**config.mk**
```make
export PLATFORM = sky130hd
export DESIGN_NAME = sqrt_rem_unit
export DESIGN_NICKNAME = d
export VERILOG_FILES = /design/src/rtl/sqrt_rem_unit_pkg.sv /design/src/rtl/sqrt_rem_unit_ctrl.sv /design/src/rtl/sqrt_rem_unit_dp.sv /design/src/rtl/sqrt_step.sv /design/src/rtl/sqrt_rem_unit.sv
export SDC_FILE = /design/constraint.sdc
export NUM_CORES = 1
export LEC_CHECK = 0
export ABC_AREA = 1
export ABC_CLOCK_PERIOD_IN_PS = 1730
export CAP_MARGIN = 10
export CORE_MARGIN = 5
export CORE_UTILIZATION = 50
export CTS_BUF_LIST = sky130_fd_sc_hd__clkbuf_16
export DETAILED_ROUTE_END_ITERATION = 10
export GPL_ROUTABILITY_DRIVEN = 1
export PLACE_DENSITY = 0.77
export SYNTH_ARGS = -nofsm -noshare
export SYNTH_HDL_FRONTEND = slang
export SYNTH_SLANG_ARGS = --single-unit
export TNS_END_PERCENT = 1
```
**constraint.sdc**
```tcl
create_clock -name clk -period 1.73 [get_ports clk]
set_input_delay 0.346 -clock clk [delete_from_list [all_inputs] [get_ports clk]]
set_output_delay 0.346 -clock clk [all_outputs]
set_load 0.005 [all_outputs]
```
**src/rtl/sqrt_rem_unit_pkg.sv**
```systemverilog
// Shared definitions for the square-root unit: FSM state encoding and
// width helpers used by the controller, the datapath and the digit step.
package sqrt_rem_unit_pkg;

   typedef enum logic [1:0] {
      IDLE = 2'd0,
      CALC = 2'd1,
      DONE = 2'd2
   } state_t;

   // Iteration counter width: enough to count WIDTH/2 digit steps.
   function automatic int cnt_width(input int width);
      return $clog2(width / 2 + 1);
   endfunction

   // Signed remainder width; wide enough that no trial subtraction overflows.
   function automatic int rem_width(input int width);
      return width / 2 + 2;
   endfunction

endpackage

```
**src/rtl/sqrt_rem_unit_ctrl.sv**
```systemverilog
// Controller: IDLE/CALC/DONE sequencing, digit counter and status flags.
module sqrt_rem_unit_ctrl
   import sqrt_rem_unit_pkg::*;
#(
   parameter int WIDTH = 32
) (
   input  logic clk,
   input  logic rst,
   input  logic start,
   output logic load,
   output logic step,
   output logic last,
   output logic busy,
   output logic ready
);

   localparam int CW = cnt_width(WIDTH);

   state_t        state;
   state_t        state_next;
   logic [CW-1:0] cnt;

   // NOTE: clocked state uses non-blocking assignments so every register
   // samples its inputs from before the edge, independent of statement order.
   always_ff @(posedge clk) begin
      if (rst) state <= IDLE;
      else     state <= state_next;
   end

   always_ff @(posedge clk) begin
      if (rst)       cnt <= '0;
      else if (load) cnt <= '0;
      else if (step) cnt <= cnt + 1'b1;
   end

   always_comb begin
      state_next = state;
      case (state)
         IDLE:    if (start) state_next = CALC;
         CALC:    if (last)  state_next = DONE;
         DONE:    if (start) state_next = CALC;
         default: state_next = IDLE;
      endcase
   end

   always_comb begin
      busy  = (state == CALC);
      ready = (state == DONE);
      step  = (state == CALC);
      last  = (state == CALC) && (cnt == CW'(WIDTH / 2 - 1));
      load  = start && ((state == IDLE) || (state == DONE));
   end

endmodule

```
**src/rtl/sqrt_rem_unit_dp.sv**
```systemverilog
// Datapath: radicand shifter, partial root/remainder and result registers,
// with optional round-to-nearest applied when the last digit is written.
module sqrt_rem_unit_dp
   import sqrt_rem_unit_pkg::*;
#(
   parameter int WIDTH = 32,
   parameter int ROUND = 0
) (
   input  logic               clk,
   input  logic               rst,
   input  logic               load,
   input  logic               step,
   input  logic               last,
   input  logic [WIDTH-1:0]   num,
   output logic [WIDTH/2:0]   root,
   output logic [WIDTH/2:0]   rem
);

   localparam int H  = WIDTH / 2;
   localparam int RW = rem_width(WIDTH);

   logic        [WIDTH-1:0] shift_q;
   logic        [H-1:0]     root_q;
   logic signed [RW-1:0]    rem_q;
   logic        [H-1:0]     root_nx;
   logic signed [RW-1:0]    rem_nx;
   logic                    round_up;
   logic        [H:0]       root_final;

   sqrt_step #(.WIDTH(WIDTH)) u_step (
      .rem       (rem_q),
      .root      (root_q),
      .pair      (shift_q[WIDTH-1 -: 2]),
      .rem_next  (rem_nx),
      .root_next (root_nx)
   );

   // Rounding up is needed exactly when num lies past floor_root + 1/2.
   always_comb begin
      round_up   = (ROUND != 0) && (rem_nx > $signed({2'b00, root_nx}));
      root_final = {1'b0, root_nx} + {{H{1'b0}}, round_up};
   end

   always_ff @(posedge clk) begin
      if (rst) begin
         shift_q <= '0;
         root_q  <= '0;
         rem_q   <= '0;
         root    <= '0;
         rem     <= '0;
      end else if (load) begin
         shift_q <= num;
         root_q  <= '0;
         rem_q   <= '0;
      end else if (step) begin
         shift_q <= {shift_q[WIDTH-3:0], 2'b00};
         root_q  <= root_nx;
         rem_q   <= rem_nx;
         if (last) begin
            root <= root_final;
            rem  <= rem_nx[H:0];
         end
      end
   end

endmodule

```
**src/rtl/sqrt_step.sv**
```systemverilog
// One restoring square-root digit: brings down two radicand bits and
// tries to subtract {root, 01} from the widened remainder.
module sqrt_step
   import sqrt_rem_unit_pkg::*;
#(
   parameter int WIDTH = 32
) (
   input  logic signed [rem_width(WIDTH)-1:0] rem,
   input  logic        [WIDTH/2-1:0]          root,
   input  logic        [1:0]                  pair,
   output logic signed [rem_width(WIDTH)-1:0] rem_next,
   output logic        [WIDTH/2-1:0]          root_next
);

   localparam int RW = rem_width(WIDTH);
   localparam int H  = WIDTH / 2;

   logic signed [RW-1:0] shifted;
   logic signed [RW-1:0] trial;

   // NOTE: every output of a combinational block gets a value on every path,
   // otherwise synthesis infers a latch to hold the old one.
   always_comb begin
      // Bits shifted out above RW cancel in the modular subtraction.
      shifted = RW'({rem, pair});
      trial   = shifted - {root, 2'b01};
      if (trial >= 0) begin
         rem_next  = trial;
         root_next = {root[H-2:0], 1'b1};
      end else begin
         rem_next  = shifted;
         root_next = {root[H-2:0], 1'b0};
      end
   end

endmodule

```
**src/rtl/sqrt_rem_unit.sv**
```systemverilog
// Multi-cycle integer square root with remainder: one root bit per cycle,
// WIDTH/2 cycles per operation, result held until the next start.
module sqrt_rem_unit #(
   parameter int WIDTH = 32,
   parameter int ROUND = 0
) (
   input  logic               clk,
   input  logic               rst,
   input  logic               start,
   input  logic [WIDTH-1:0]   num,
   output logic               busy,
   output logic               ready,
   output logic [WIDTH/2:0]   root,
   output logic [WIDTH/2:0]   rem
);

   logic load;
   logic step;
   logic last;

   sqrt_rem_unit_ctrl #(.WIDTH(WIDTH)) u_ctrl (
      .clk   (clk),
      .rst   (rst),
      .start (start),
      .load  (load),
      .step  (step),
      .last  (last),
      .busy  (busy),
      .ready (ready)
   );

   sqrt_rem_unit_dp #(.WIDTH(WIDTH), .ROUND(ROUND)) u_dp (
      .clk  (clk),
      .rst  (rst),
      .load (load),
      .step (step),
      .last (last),
      .num  (num),
      .root (root),
      .rem  (rem)
   );

endmodule
```
**Word-level counts from Yosys, hierarchy flattened**

Index checks and enable logic that the tools add are counted.

- Register bits after elaboration: 104

- Order comparisons: 1
- Reductions and logical operators: 9
- Equality and inequality tests: 5
- Mux-type cells: 7
- Bitwise operators: 1
- Add/sub/neg operators: 2

Operator list:

| operator | number |
|---|---|
| 2-to-1 mux 32 bit | 2 |
| greater-or-equal comparator 18 x 1 -> 1 bit (second input constant) | 1 |
| subtractor 18 bit | 1 |
| 2-to-1 mux 17 bit | 1 |
| adder 5 x 1 -> 5 bit (second input constant) | 1 |
| equality test 5 x 4 -> 1 bit (second input constant) | 1 |
| 2-to-1 mux 2 bit | 2 |
| != test 2 x 1 -> 1 bit (second input constant) | 2 |
| case mux 2 bit (2 select lines) | 1 |
| OR reduction 2 bit | 2 |
| AND reduction 3 bit | 1 |
| equality test 2 x 1 -> 1 bit (second input constant) | 1 |
| equality test 2 bit (second input constant) | 1 |
| logical AND 1 bit | 2 |
| logical NOT 2 bit | 1 |
| AND reduction 2 bit | 1 |
| nonzero test 2 bit | 1 |
| logical OR 1 bit | 1 |
| 2-to-1 mux 1 bit | 1 |
| NOT 1 bit | 1 |

**Longest topological paths before layout**

- Depth after elaboration: 5
- Depth in mapped cells: 17

**Cells and area by module**

From an unflattened synthesis, not the netlist that was laid out.

- Cell total of the unflattened synthesis: 906
- Area, all modules: 6,216.0 µm²

Modules (own cells, without submodules):

| module | cells an instance | sequential area each (µm²) | area an instance (µm²) | times used |
|---|---|---|---|---|
| sqrt_rem_unit_dp | 539 | 1,981.9 | 4,115.2 | 1 |
| sqrt_step | 317 | 0.0 | 1,744.2 | 1 |
| sqrt_rem_unit_ctrl | 50 | 140.1 | 356.6 | 1 |

**Least setup slack after synthesis**

OpenSTA, ideal clock, no wires.

- Path type: register to register
- Start: register u_dp.root_q[6]
- End: register u_dp.rem_q[14]
- Stages on the path, launching flop included: 16
- Arrival: 1,773 ps
- Setup slack: -152 ps
- Setup time: 109 ps
- Path buffers: 1
- Period minus slack after synthesis: 1,882 ps
- Cell sequence: dfxtp_1 -> inv_1 -> ha_1 -> nand2_2 -> inv_1 -> a21oi_1 -> nand3_2 -> nand2_2 -> nand2_2 -> nand2_2 -> nand2_4 -> buf_12 -> nand2_2 -> nand3_1 -> nand2_1 -> inv_1

- Longest elaborated chain between the ends: 3

Ends and longest elaborated chain:

| element | RTL line | text |
|---|---|---|
| start: declaration | sqrt_rem_unit_dp.sv:23 | `logic [H-1:0] root_q;` |
| start signal: assignment | sqrt_rem_unit_dp.sv:57 | `root_q <= root_nx;` |
| subtractor 18 bit * | sqrt_step.sv:26 | `trial = shifted - {root, 2'b01};` |
| greater-or-equal comparator 18 x 1 -> 1 bit | sqrt_step.sv:27 | `if (trial >= 0) begin` |
| 2-to-1 mux 17 bit * | sqrt_step.sv:27 |  |
| end signal: assignment | sqrt_rem_unit_dp.sv:58 | `rem_q <= rem_nx;` |
| end: declaration | sqrt_rem_unit_dp.sv:24 | `logic signed [RW-1:0] rem_q;` |

Mark *: on every way between the ends. The rest lies on a longest branch, timed or not.
A chain may end at the register's enable or synchronous reset.

**Worst setup path after layout**

- Start: register u_dp.root_q[7]
- End: register u_dp.rem[16]

- Longest elaborated chain between the ends: 3

Ends and longest elaborated chain:

| element | RTL line | text |
|---|---|---|
| subtractor 18 bit * | sqrt_step.sv:26 |  |
| greater-or-equal comparator 18 x 1 -> 1 bit | sqrt_step.sv:27 |  |
| 2-to-1 mux 17 bit * | sqrt_step.sv:27 |  |
| end signal: assignment | sqrt_rem_unit_dp.sv:61 | `rem <= rem_nx[H:0];` |
| end: declaration | sqrt_rem_unit_dp.sv:16 | `output logic [WIDTH/2:0] rem` |

Marks and branches as above.

==> impl_results.md <==
* Result of the run: finished with violations
* Violated checks: setup timing
* Number of warnings reported in the yosys synthesis log at 0
* Layout Cell Area excl Fill at 7740 sq um
* Accumulated negative setup slack at -6.18 ns
* Worst hold path startpoint: u_dp.root[9]
* Max-capacitance violation count at 0
* Instance count of the mapped netlist at ~740
* Pin count of the biggest net entering global routing at 68
* Remaining global-route overflow at 0
* Hold WC Path Type: flip-flop to flip-flop
* Crit path max fanout at 3
* Clock Root Buffer: clkbuf_16
* Syn_area_per_cell at 7.04 sq um
* Post-layout nets at 939
* Wire length of the first global-routing pass at 26100 microns
* Area growth syn-to-layout at 48.2%
* Top-level port count at between 70 and 80
* All-Layer GR Usage at 0.252
* Start-to-end type of the worst setup path: flip-flop to flip-flop
* Starting density of the core at 0.508
* DIE HEIGHT at 112 microns
* Static Leak at 3.41 nW
* Gpl congestion at 0.924
* Count of state elements after synthesis at 104
* Clk slew on worst S/H paths at 0.07 ns
* Top cells by area, synth: dfxtp_1 40%, nand2_1 12%, inv_1 7.3%
* Clock latency on the worst-skew pair at 0.35 ns
* Number of diodes at 0
* Reg-to-reg startpoint: u_dp.root_q[7]
* Full die area at about 13000 sq um
* Area post-placement at 6890 sq um
* Die extent in x at around 110 microns
* Period Utilization, post-route at 1.13
* Total Power Consumption at 7.79 mW
* Count of TritonRoute iterations in the first routing pass at 5
* Cell variety after synth at 32
* Max Root-Sink Buffers at 2
* Register area share after synthesis at 0.398
* Total clock buffers created by CTS at 9
* Wire length reported by the detailed router at 16700 microns
* Ratio of routed vias to standard cells at around 5.4
* Total of hold buffers inserted after clock tree synthesis at 0
* Number of rows in the core area at 37
* Wirelength per Cell at around 16 microns
* Worst Setup Start Kind: flip-flop
* Launch point of the critical path: u_dp.root_q[7]
* Share of layout cells above drive strength 1 at 0.304
* Routed via count at 5585
* Library cell occupying the most area in the post-synthesis netlist: dfxtp_1
* Number of buffer cells added on primary ports at 69
* Core Area at 10300 sq um
* CTS tree: yes
* IR Drop Worst-Case VDD at roughly 760 uV
* Fraction of post-synthesis cell area in the top cell type by area at 0.398
* Commonest cells after routing, fill and taps aside: 134 x nand2_1, 85 x buf_4, 83 x inv_1
* Time the final worst path needs with I/O delays and setup at about 1.9 ns
* Total setup violations reported at the end of the flow at 35
* Timing-limited maximum frequency at 514 MHz
* Count of unresolved DRC violations after routing at 0
* Critical path required time at 2.01 ns
* DP Wirelength at 10800 microns
* ANT nets after route at 0
* Leading cell type in the layout, fill and taps excluded: nand2_1
* Mapped Nets at 795
* Placed cell count at around 1000
* Clock skew after layout at approximately 0.011 ns
* Power per Cell Area at slightly above 1000 nW/um^2
* Number of DRC violations after detailed-routing iteration 0 at 535
* # H-tree levels at 3
* Arrival time of the worst setup path at about 2.2 ns
* CP Capture Type: flip-flop
* Via count of the first global-routing pass at approximately 5400
* Worst path setup slack after routing at -0.217 ns
* Final Core Density at 0.753
* Count of endpoints failing hold in the final timing report at 0
* Number of antenna violations at the first check in global routing at 0
* Final max-slew violation count at 0
* Total number of clock tree sinks at 104
* Unrepaired setup endpoints after global routing: true
* Netlist area before placement at ~5200 sq um
* Number of cells in the finished layout apart from fillers at 1027
==> per-layer routing <==
| metal | global-route usage | wire [microns] |
|---|---|---|
| met2 | 0.425 | 7880 |
| met4 | 0.0881 | 516 |
| met5 | 0 | 0 |
| met3 | 0.0437 | 1230 |
| met1 | 0.327 | 7120 |
==> through the flow <==
| step | setup slack (ns) | hold WS [ns] |
|---|---|---|
| finish | -0.217 | 0.460 |
| global route | -0.313 | 0.486 |
| CTS | -0.106 | 0.466 |
| detailed placement | -0.256 | 0.454 |
| global placement | -0.186 | 0.447 |
| floorplan | -0.0250 | 0.435 |
==> state kept, by name, summed over array words and instances, names as in the netlist <==
register      cells
u_dp.root_q      16
u_dp.rem_q       16
u_dp.shift_q     32
u_ctrl.cnt        5
u_dp.rem         17
u_dp.root        16
u_ctrl.state      2
==> Yosys cell counts (all sizes together) <==
library cell and n:
nand2 183, inv 107, dfxtp 104, nor2 66, a21oi 59, o21ai 53
nand3 50, clkbuf 20, ha 18, o21a 16, a221oi 15, buf 15
a211oi 9, xor2 9, nor3 4, nand3b 3, o211ai 3, xnor2 3
nor4 2, and3 1, conb 1, o21bai 1
==> logic make-up after synthesis <==
family	after synthesis	synth area share
and+or+nand+nor	309	0.252
AOI/OAI and AO/OA	156	0.175
buffers and inverters	142	0.111
DFF	104	0.398
adders and majority gates	18	0.0431
xor gates and xnor gates	12	0.0201
other	1	0.000718
==> timing repair <==
| action | CTS | global route |
|---|---|---|
| hold endpoints to repair | 0 | 0 |
| gates cloned | 3 | 0 |
| endpoints found under the setup margin | 37 | 52 |
| pin swaps | 27 | 28 |
| resized for setup | 76 | 45 |
| setup buffers | 6 | 1 |
==> where the power goes <==
| part | internal, mW | switching (mW) | total [mW] | leakage (nW) |
|---|---|---|---|---|
| clock network | 1.30 | 0.984 | 2.29 | 0.161 |
| registers | 2.53 | 0.0927 | 2.62 | 0.862 |
| logic | 1.17 | 1.71 | 2.88 | 2.38 |
| total | 5.01 | 2.79 | 7.79 | 3.41 |
==> critical path: stages, from the launching register on <==
cell	delay, ns
dfxtp_2	0.35
inv_2	0.07
ha_4	0.26
buf_4	0.13
nand2_1	0.10
inv_2	0.11
nand2_2	0.09
nor3_2	0.21
nand2_2	0.09
nand3b_1	0.11
nand2_2	0.07
nand3_2	0.07
nand3_2	0.09
a21oi_2	0.13
==> layout make-up <==
cell class                      count  area [sq um]
Inverter                          107           407
Fill cell                         750          2540
Tap cell                          136           170
Multi-Input combinational cell    499          3200
Sequential cell                   104          2120
Timing Repair Buffer              165          1510
Clock buffer                        9           225
Clock inverter                      7           113
==> path summary, 6_finish.rpt <==
kind                  end  slack (ns)  cells past startpoint
min reg2reg  u_dp.root[9]        0.46                      2
min          u_dp.root[9]        0.46                      2
max reg2reg  u_dp.rem[16]       -0.22                     13
max          u_dp.rem[16]       -0.22                     13
(Power assumes the default switching activity.)
==> RTL change, RTL diff (same settings) <==
`WIDTH` is set to 32 in 4 places; all go to 64.
--- a/src/rtl/sqrt_rem_unit_ctrl.sv
+++ b/src/rtl/sqrt_rem_unit_ctrl.sv
@@ -4,3 +4,3 @@
 #(
-   parameter int WIDTH = 32
+   parameter int WIDTH = 64
 ) (
--- a/src/rtl/sqrt_rem_unit_dp.sv
+++ b/src/rtl/sqrt_rem_unit_dp.sv
@@ -5,3 +5,3 @@
 #(
-   parameter int WIDTH = 32,
+   parameter int WIDTH = 64,
    parameter int ROUND = 0
--- a/src/rtl/sqrt_step.sv
+++ b/src/rtl/sqrt_step.sv
@@ -5,3 +5,3 @@
 #(
-   parameter int WIDTH = 32
+   parameter int WIDTH = 64
 ) (
--- a/src/rtl/sqrt_rem_unit.sv
+++ b/src/rtl/sqrt_rem_unit.sv
@@ -3,3 +3,3 @@
 module sqrt_rem_unit #(
-   parameter int WIDTH = 32,
+   parameter int WIDTH = 64,
    parameter int ROUND = 0
Ports: changed (resized num, rem and root); port bits go from 71 to 135. No check against the original RTL was run, so the function may have changed too.
==> RTL change against the unedited design <==
  * The flow still finishes with violations (setup timing)
  * Sequential share of layout area fell by 1.5 points
  * Combinational power rose by 140%
  * Design area up 100%
  * Total power up 110%
  * Routed wire length rose by 95%
  * Non-clock buffer count up 205
  * Worst setup slack worse by 290 ps
  * Area after synthesis up 99%
  * Sequential cell count up 97
  * Final cell count up 110%
  * Clock skew rose by 8.3 ps
  * Synthesized cell count is 110% higher
  * Sequential power grew 92%
  * Critical path type unchanged
  * Largest power group unchanged
==> RTL change: results (changes against the unedited design) <==
[run_status]
status = finished, violations left
violations = setup timing

[sta]
fin_setup_tns_ps = -30240  ; -24060 ps
setup_violations = 67  ; +91%
setup_ws_ps = -509.0  ; -292.3 ps
skew_ps = 19.28  ; +8.285 ps
worst_pin_slew_ps = 721.5

[global_route]
gr-usage-met3_pct = 3.968  ; -0.40 points
track_usage_pct = 25.42  ; +0.18 points
met1_usage_pct = 32.64  ; about the same
gr-usage-met2_pct = 43.80  ; +1.3 points
grt_pass1_vias = 10840  ; +99%
antenna_found_initial = 0  ; unchanged
grt_max_degree = 71  ; +4.4%
grt_pass1_wl_um = 51490  ; +98%

[cells_and_area]
final_net_count = 1964  ; +110%
diodes = 0  ; unchanged
instances_no_fill = 2147  ; +110%
drive_gt1_share_pct = 28.02  ; -2.4 points
reg.largest.list = u_dp.shift_q (64), u_dp.rem (33)

[synthesis]
ys_warn_count = 0  ; unchanged
synthTopCellsByArea = dfxtp_1 39%, nand2_1 11%, o21ai_0 8.0%
synth_edf_count = 0  ; unchanged
synth_cell_types = 39  ; +22%
ys.flop_type = dfxtp_1
syn_inst = 1551  ; +110%
ys_async_sr_fraction_pct = 0  ; unchanged
syn_nets = 1651  ; +110%
synth_top_cells_by_count = 299 x nand2_1, 201 x dfxtp_1, 195 x inv_1
synth-seq-area-share_pct = 38.66  ; -1.2 points

[detailed_routing]
routed_wl_um = 32630  ; +95%
first_pass_iters = 5  ; unchanged
drt_iter0_markers = 637  ; +19%
post_drt_via_cell_ratio = 5.233  ; -3.8%

[worst_setup_path]
path_max_fanout = 6  ; +3
worstPathArrival_ps = 2630  ; +400 ps
cp_slowest_cell = dfxtp_2
cpPeakStageDelay_ps = 330  ; -20 ps
crit_family = simple AND/OR/NAND/NOR gates

[power]
p_leak_nw = 7.627  ; +120%
ir_worst_vdd_uv = 691.4  ; -8.9%

[cts]
clockBufferDepth = 3  ; +1
insertion_delay_ps = 520  ; +170 ps
cts-root-buf = clkbuf_16
htreeDepth = 1  ; -2
cts_buffers = 22  ; +13

[placement]
io_buffers = 133  ; +93%
post-dp-hpwl_um = 22070  ; +100%
dp_slack_ps = -525.9  ; -269.9 ps
gp_congestion = 0.9491  ; +2.7%
placed_cell_area_um2 = 13990  ; +100%

[worst_hold_path]
hold_path_class = primary input to register

==> RTL change: cell count changes in the layout (fill, tap and decap cells not counted), moves of 82 or more <==
cell	change
buf_4	+125
nor2_1	+120
nand2_1	+110
o21ai_0	+108
dfxtp_1	+97
inv_1	+94
a21oi_1	+82
==> RTL change: final timing paths <==
check	slack (ps)	cells past startpoint	from	to
min reg2reg	470	2	u_dp.shift_q[18]	u_dp.shift_q[20]
min	350	3	rst	u_dp.rem[32]
max	-510	15	u_dp.root_q[18]	u_dp.rem[2]
max reg2reg	-510	15	u_dp.root_q[18]	u_dp.rem[2]
==> RTL change: cells by family (layout without fill, tap and decap cells) <==
logic type | count (synthesis) | after routing | synth area share [%]
simple gates | 659 | 659 | 26.78
compound gates | 357 | 357 | 18.12
buf+inv | 279 | 605 | 10.67
flops | 201 | 201 | 38.66
fa+ha+maj | 33 | 33 | 3.967
xor+xnor | 21 | 21 | 1.767
other cells | 1 | 1 | 0.03603
==> RTL change: power by group <==
group | switching [mW] | leakage, nW | internal (mW) | total (mW)
sequential | 0.146 | 1.65 | 4.89 | 5.04
combinational | 3.89 | 5.61 | 3.14 | 7.04
clock | 1.89 | 0.364 | 2.74 | 4.63
total | 5.93 | 7.63 | 10.8 | 16.7
==> RTL change: area by class of cell <==
class                   count  area (um2)
repair buffers            370        3437
clock inverters            15       147.6
flip-flops and latches    201        4061
multi-input cells        1071        6392
clock buffers              22       550.5
well taps                 270       337.8
fillers                  1473        4691
inverters                 198       747.0
==> RTL change: tightest hold or removal path: cells and delay by family <==
kind                   cells  cell delay [ps]
buffers and inverters      2              410
AO/OA/AOI/OAI              1               40
==> RTL change: what timing repair did <==
item | CTS | global route
gates cloned | 3 | 1
setup endpoints to repair | 90 | 131
pin swaps | 31 | 35
gates resized for setup | 130 | 110
setup buffers | 18 | 6
hold buffers | 0 | 0
endpoints found under the hold margin | 0 | 0
==> RTL change: per-layer routing <==
metal / routed length, um / share of wire, %
met3: 1749 / 5.4
met2: 15880 / 49
met4: 994 / 3.0
met1: 14000 / 43
met5: 0 / 0
